## config.mk

```make
export PLATFORM = sky130hd
export DESIGN_NAME = i2c_req_arbiter
export DESIGN_NICKNAME = d
export VERILOG_FILES = /design/src/rtl/i2c_arb_pkg.sv /design/src/rtl/i2c_rr_arbiter.sv /design/src/rtl/i2c_req_arbiter.sv
export SDC_FILE = /design/constraint.sdc
export NUM_CORES = 1
export LEC_CHECK = 0
export ABC_CLOCK_PERIOD_IN_PS = 3100
export CORE_ASPECT_RATIO = 0.5
export CORE_MARGIN = 4
export CORE_UTILIZATION = 43
export CTS_CLUSTER_DIAMETER = 60
export DETAILED_ROUTE_END_ITERATION = 8
export PLACE_DENSITY_LB_ADDON = 0.1
export SETUP_SLACK_MARGIN = 0.15
export SYNTH_ARGS = -nofsm -noshare
export SYNTH_HDL_FRONTEND = slang
export SYNTH_SLANG_ARGS = --single-unit
```

## constraint.sdc

```tcl
create_clock -name s_axi_aclk -period 3.1 [get_ports s_axi_aclk]
set_clock_uncertainty 0.1 [all_clocks]
set_input_delay 0.465 -clock s_axi_aclk [delete_from_list [all_inputs] [get_ports s_axi_aclk]]
set_output_delay 0.465 -clock s_axi_aclk [all_outputs]
set_load 0.005 [all_outputs]
```

## src/rtl/i2c_arb_pkg.sv

```systemverilog
// Shared definitions for the I2C request arbiter: FSM states, control-word
// bit positions and response error codes.
package i2c_arb_pkg;

  typedef enum logic [2:0] {
    ST_IDLE    = 3'd0,
    ST_ISSUE   = 3'd1,
    ST_RUN     = 3'd2,
    ST_RECOVER = 3'd3,
    ST_RESP    = 3'd4
  } arb_state_t;

  localparam int CTRL_START   = 31;
  localparam int CTRL_PAGE    = 17;
  localparam int CTRL_RAND    = 16;
  localparam int CTRL_MEM_MSB = 15;
  localparam int CTRL_MEM_LSB = 8;
  localparam int CTRL_DEV_MSB = 7;
  localparam int CTRL_DEV_LSB = 0;

  localparam logic RSP_OK      = 1'b0;
  localparam logic RSP_TIMEOUT = 1'b1;

  // Address byte on the bus; the R/W bit is always 0, reads use random-read mode.
  function automatic logic [7:0] dev_byte(input logic [6:0] dev);
    return {dev, 1'b0};
  endfunction

endpackage

```

## src/rtl/i2c_rr_arbiter.sv

```systemverilog
// Combinational round-robin selector: first asserted request at or after
// rr_ptr, wrapping modulo NUM_REQ. The pointer register lives in the parent.
module i2c_rr_arbiter #(
  parameter int NUM_REQ = 2,
  parameter int PW      = 1
) (
  input  logic [NUM_REQ-1:0] req_valid,
  input  logic [PW-1:0]      rr_ptr,
  output logic [NUM_REQ-1:0] gnt,
  output logic [PW-1:0]      gnt_idx,
  output logic               gnt_any
);

  logic [PW-1:0] k;

  function automatic int wrap_idx(input int base, input int off);
    int s;
    s = base + off;
    return (s >= NUM_REQ) ? s - NUM_REQ : s;
  endfunction

  always_comb begin
    gnt     = '0;
    gnt_idx = '0;
    gnt_any = 1'b0;
    k       = '0;
    for (int i = 0; i < NUM_REQ; i++) begin
      k = PW'(wrap_idx(int'(rr_ptr), i));
      if (!gnt_any && req_valid[k]) begin
        gnt_any = 1'b1;
        gnt_idx = k;
        gnt[k]  = 1'b1;
      end
    end
  end

endmodule

```

## src/rtl/i2c_req_arbiter.sv

```systemverilog
// Shares one I2C master between NUM_REQ requesters: round-robin grant,
// START sequencing against master idle, timeouts and response return.
module i2c_req_arbiter
  import i2c_arb_pkg::*;
#(
  parameter int NUM_REQ  = 2,
  parameter int START_TO = 1024,
  parameter int TXN_TO   = 2000000
) (
  input  logic                 s_axi_aclk,
  input  logic                 s_axi_areset,
  input  logic [NUM_REQ-1:0]   req_valid,
  output logic [NUM_REQ-1:0]   req_ready,
  input  logic [NUM_REQ-1:0]   req_rw,
  input  logic [NUM_REQ*7-1:0] req_dev_addr,
  input  logic [NUM_REQ*8-1:0] req_mem_addr,
  input  logic [NUM_REQ*8-1:0] req_wdata,
  output logic [NUM_REQ-1:0]   rsp_valid,
  output logic [7:0]           rsp_rdata,
  output logic                 rsp_err,
  output logic                 arb_busy,
  output logic [31:0]          i2c_ctrl,
  output logic [31:0]          wdata,
  input  logic [31:0]          rdata,
  input  logic                 i2c_master_idle
);

  localparam int PW   = (NUM_REQ > 1) ? $clog2(NUM_REQ) : 1;
  localparam int TMAX = (START_TO > TXN_TO) ? START_TO : TXN_TO;
  localparam int TW   = $clog2(TMAX) + 1;

  arb_state_t    state;
  logic [PW-1:0] rr_ptr, gnt_q, gnt_idx;
  logic [NUM_REQ-1:0] gnt;
  logic          gnt_any;
  logic [TW-1:0] timer, timer_inc;
  logic          rw_q, err_q;
  logic [6:0]    dev_q;
  logic [7:0]    mem_q, wbyte_q, rbyte_q;
  logic          unused_rdata_hi;

  assign unused_rdata_hi = ^rdata[31:8];

  i2c_rr_arbiter #(.NUM_REQ(NUM_REQ), .PW(PW)) u_rr (
    .req_valid (req_valid),
    .rr_ptr    (rr_ptr),
    .gnt       (gnt),
    .gnt_idx   (gnt_idx),
    .gnt_any   (gnt_any)
  );

  // Saturating so a stuck master can never wrap the timer back to a legal count.
  assign timer_inc = (timer == {TW{1'b1}}) ? timer : timer + 1'b1;

  always_ff @(posedge s_axi_aclk or posedge s_axi_areset) begin
    if (s_axi_areset) begin
      state   <= ST_IDLE;
      rr_ptr  <= '0;
      gnt_q   <= '0;
      timer   <= '0;
      rw_q    <= 1'b0;
      err_q   <= RSP_OK;
      dev_q   <= '0;
      mem_q   <= '0;
      wbyte_q <= '0;
      rbyte_q <= '0;
    end else begin
      case (state)
        ST_IDLE: begin
          if (gnt_any) begin
            gnt_q   <= gnt_idx;
            rw_q    <= req_rw[gnt_idx];
            dev_q   <= req_dev_addr[7*int'(gnt_idx) +: 7];
            mem_q   <= req_mem_addr[8*int'(gnt_idx) +: 8];
            wbyte_q <= req_wdata[8*int'(gnt_idx) +: 8];
            rbyte_q <= '0;
            err_q   <= RSP_OK;
            timer   <= '0;
            state   <= ST_ISSUE;
          end
        end
        ST_ISSUE: begin
          if (!i2c_master_idle) begin
            timer <= '0;
            state <= ST_RUN;
          end else if (timer == TW'(START_TO - 1)) begin
            err_q <= RSP_TIMEOUT;
            state <= ST_RESP;
          end else begin
            timer <= timer_inc;
          end
        end
        ST_RUN: begin
          if (i2c_master_idle) begin
            rbyte_q <= rw_q ? rdata[7:0] : 8'h00;
            state   <= ST_RESP;
          end else if (timer == TW'(TXN_TO - 1)) begin
            err_q <= RSP_TIMEOUT;
            state <= ST_RECOVER;
          end else begin
            timer <= timer_inc;
          end
        end
        // No timeout here: the master must finish its own abort before reuse.
        ST_RECOVER: begin
          if (i2c_master_idle) state <= ST_RESP;
        end
        ST_RESP: begin
          rr_ptr <= (gnt_q == PW'(NUM_REQ - 1)) ? '0 : gnt_q + 1'b1;
          state  <= ST_IDLE;
        end
        default: state <= ST_IDLE;
      endcase
    end
  end

  assign req_ready = (state == ST_IDLE && !s_axi_areset) ? gnt : '0;
  assign arb_busy  = (state != ST_IDLE);

  always_comb begin
    i2c_ctrl = '0;
    if (state == ST_ISSUE || state == ST_RUN || state == ST_RECOVER) begin
      i2c_ctrl[CTRL_START]                 = (state == ST_ISSUE);
      i2c_ctrl[CTRL_RAND]                  = rw_q;
      i2c_ctrl[CTRL_MEM_MSB:CTRL_MEM_LSB]  = mem_q;
      i2c_ctrl[CTRL_DEV_MSB:CTRL_DEV_LSB]  = dev_byte(dev_q);
    end
  end

  assign wdata     = {24'h0, wbyte_q};
  assign rsp_valid = (state == ST_RESP) ? ({{(NUM_REQ-1){1'b0}}, 1'b1} << gnt_q) : '0;
  assign rsp_rdata = (state == ST_RESP) ? rbyte_q : 8'h00;
  assign rsp_err   = (state == ST_RESP) && err_q;

endmodule

```

==> run_results.csv <==
group,metric,value,unit
status,status,"finished, final reports clean",
clocking,cts.sinks,60,
synth,ys_top_cells_by_area,"dfrtp_1 (40%), buf_4 (7.8%), mux2i_1 (6.6%)",
critical_path,critPathSlowestCell,"clkdlybuf4s50_1",
synth,synthCells,427,
critical_path,path_cells,"or3_1 > a2111oi_0 > clkdlybuf4s50_1",
drt,vias,3277,
place,hpwl,6.93,mm
floorplan,fp.dieH,74.3,um
cells_and_area,synthToLayoutAreaGrowth,32.9,%
floorplan,design.core.area,0.00826,sq mm
critical_path,setup.worst_path.class,"register to output port",
drt,dr.first_iter.drc_count,207,
timing,max_freq,355,MHz
global_route,antenna_found_initial,0,
critical_path,endpoint_kind,"output port",
drt,ant_nets,0,
global_route,grt-ovfl-total,0,
drt,drtPass1Iterations,4,
floorplan,dieArea,0.0104,sq mm
timing,relSlewSlack,0.372,
drt,wire_per_inst,14.6,um
synth,synth_flop_cell,"dfrtp_1",
cells_and_area,num-fill-cells,731,
timing,tns,0,ns
synth,postSynthAreaPerCell,8.84,sq um
synth,yosys_warnings,0,
synth,synth_most_common_cell,"dfrtp_1",
global_route,track_usage,0.183,
synth,synth_top_area_frac,0.398,
timing,finalCritPeriodShare,0.908,
drt,via_per_inst,5.16,
critical_path,arrival,2.25,ns
power,powerDensity,685,mW/mm^2
synth,synth_cell_types,51,
clocking,clockBufferDepth,2,
clocking,path_clk_slew,0.05,ns
clocking,root_buffer,"clkbuf_16",
cells_and_area,layout-drive-gt1-share,0.0746,
critical_path,crit_buf_inv,1,
synth,synth.cell_area,0.00377,sq mm
timing,worstMarginPinSlew,0.939,ns
timing,slew_violations,0,
global_route,grt_first_pass_wirelength,15.2,mm
critical_path,slowest_delay,0.60,ns
critical_path,cp.required,2.53,ns
critical_path,critPathTopFamily,"buffers and inverters",
clocking,cts_tree,"done",
global_route,grt_max_degree,52,
power,p_leak,0.00215,uW
timing,fin_crit,2.81,ns
synth,synth_top_cell_by_area,"dfrtp_1",
timing,rsz0062_at_grt,"false",
floorplan,initial_core_util,0.457,
synth,synth-async-reset-ratio,1.00,
timing,hold_violations,0,
timing,final-setup-viol-count,0,
cells_and_area,diodes,0,
clocking,insertion_delay,0.33,ns
place,gp_congestion,0.879,
worst_hold_path,hold_class,"register to register",
drt,drc,0,
cells_and_area,num-nets-final,605,
run,cap_violations,0,
synth,synthTopCellsByCount,"dfrtp_1 (60), nand2_1 (52), buf_4 (39), o21ai_0 (33), mux2i_1 (25)",
clocking,cts_setup_buffers,0,
critical_path,critPathMaxFanout,20,
floorplan,num_io_pins,163,
synth,synth-edff-count,0,
power,peakVddDrop,0.332,mV
synth,ys_ff_latch,60,
critical_path,crit_path_start_kind,"register",
clocking,cts_made_buffers,9,
synth,synth_seq_area_share,0.398,
clocking,cts_resized,0,
global_route,first_global_vias,3175,
clocking,htree_num_levels,3,
clocking,hold_buffers,0,
drt,finalWirelength,9.25,mm
floorplan,die_w,141,um
cells_and_area,finish.utilization,0.607,
floorplan,fp-row-count,23,
place,port_buffers,99,
==> per-stage QoR <==
step                      setup WS, ns  instances  power [uW]  area [sq um]  hold WS, ns
final                            0.287        635        3440          5020        0.368
after global placement           0.396        620        2490          4720        0.353
after floorplan                  0.867        465        1900          3920        0.342
after detailed placement         0.392        620        2500          4720        0.362
after CTS                        0.258        635        3490          5020        0.374
after global routing             0.160        635        3710          5020        0.382
==> path summary, 6_finish.rpt <==
path / end / start / cells past startpoint / slack, ns
hold / removal: mem_q[7] / mem_q[7] / 2 / 0.37
setup reg to reg: timer[20] / timer[0] / 6 / 0.62
min in group asynchronous: mem_q[7] / s_axi_areset / 2 / 0.51
max in group asynchronous: timer[20] / s_axi_areset / 3 / 1.79
hold reg to reg: mem_q[7] / mem_q[7] / 2 / 0.37
setup / recovery: req_ready[0] / state[2] / 3 / 0.29
==> cells in the final DEF (no fill, tap or decap), drive strengths merged, types with 4 or more instances in the layout <==
cell type	netlist	final
mux2i	25	25
nand3	11	11
nand2	52	52
or2	4	4
and2	24	24
o31ai	13	13
dfrtp	60	60
nor2	16	16
clkbuf	12	10
a21oi	17	17
clkdlybuf4s50	0	99
and3	19	19
nor3	7	7
nor4	4	4
nand4	11	11
or4	15	15
and4	4	4
o21ai	36	36
buf	56	12
inv	5	5
conb	1	39
==> final cells by class <==
| class | count | area [sq um] | area share |
|---|---|---|---|
| Multi-Input combinational cell | 332 | 1970 | 0.393 |
| Timing Repair Buffer | 111 | 1090 | 0.218 |
| Tap cell | 112 | 140 | 0.0279 |
| Sequential cell | 60 | 1500 | 0.299 |
| Inverter | 5 | 18.8 | 0.00374 |
| Clock buffer | 10 | 239 | 0.0476 |
| Clock inverter | 5 | 52.6 | 0.0105 |
==> sequential cells by signal, indices dropped and copies added, names as in the netlist <==
name     flops
timer       22
mem_q        8
rbyte_q      8
wbyte_q      8
dev_q        7
state        3
err_q        1
gnt_q        1
rr_ptr       1
rw_q         1
==> metal layers <==
layer | GRT usage | part of all wire
met5 | 0 | 0
met1 | 0.217 | 0.43
met2 | 0.301 | 0.46
met3 | 0.0886 | 0.097
met4 | 0.0580 | 0.013
==> where the power goes <==
group	internal [uW]	switching (uW)
sequential	996	142
combinational	684	637
clock	634	344
==> tightest hold or removal path, delay by kind of cell (launching register included) <==
family / cells / cell delay [ns]
AOI/OAI and AO/OA: 1 / 0.06
DFF: 1 / 0.33
and+or+nand+nor: 1 / 0.04
==> cell families (layout without fill, tap and decap cells) <==
logic type / after synthesis / count (layout) / share of synthesized area
buffers and inverters: 73 / 131 / 0.122
adders and majority gates: 1 / 1 / 0.00331
DFF: 60 / 60 / 0.398
AOI/OAI and AO/OA: 86 / 86 / 0.144
and+or+nand+nor: 178 / 178 / 0.259
xor gates and xnor gates: 3 / 3 / 0.00696
other: 1 / 39 / 0.000993
muxes: 25 / 25 / 0.0663
(Power assumes the default switching activity.)
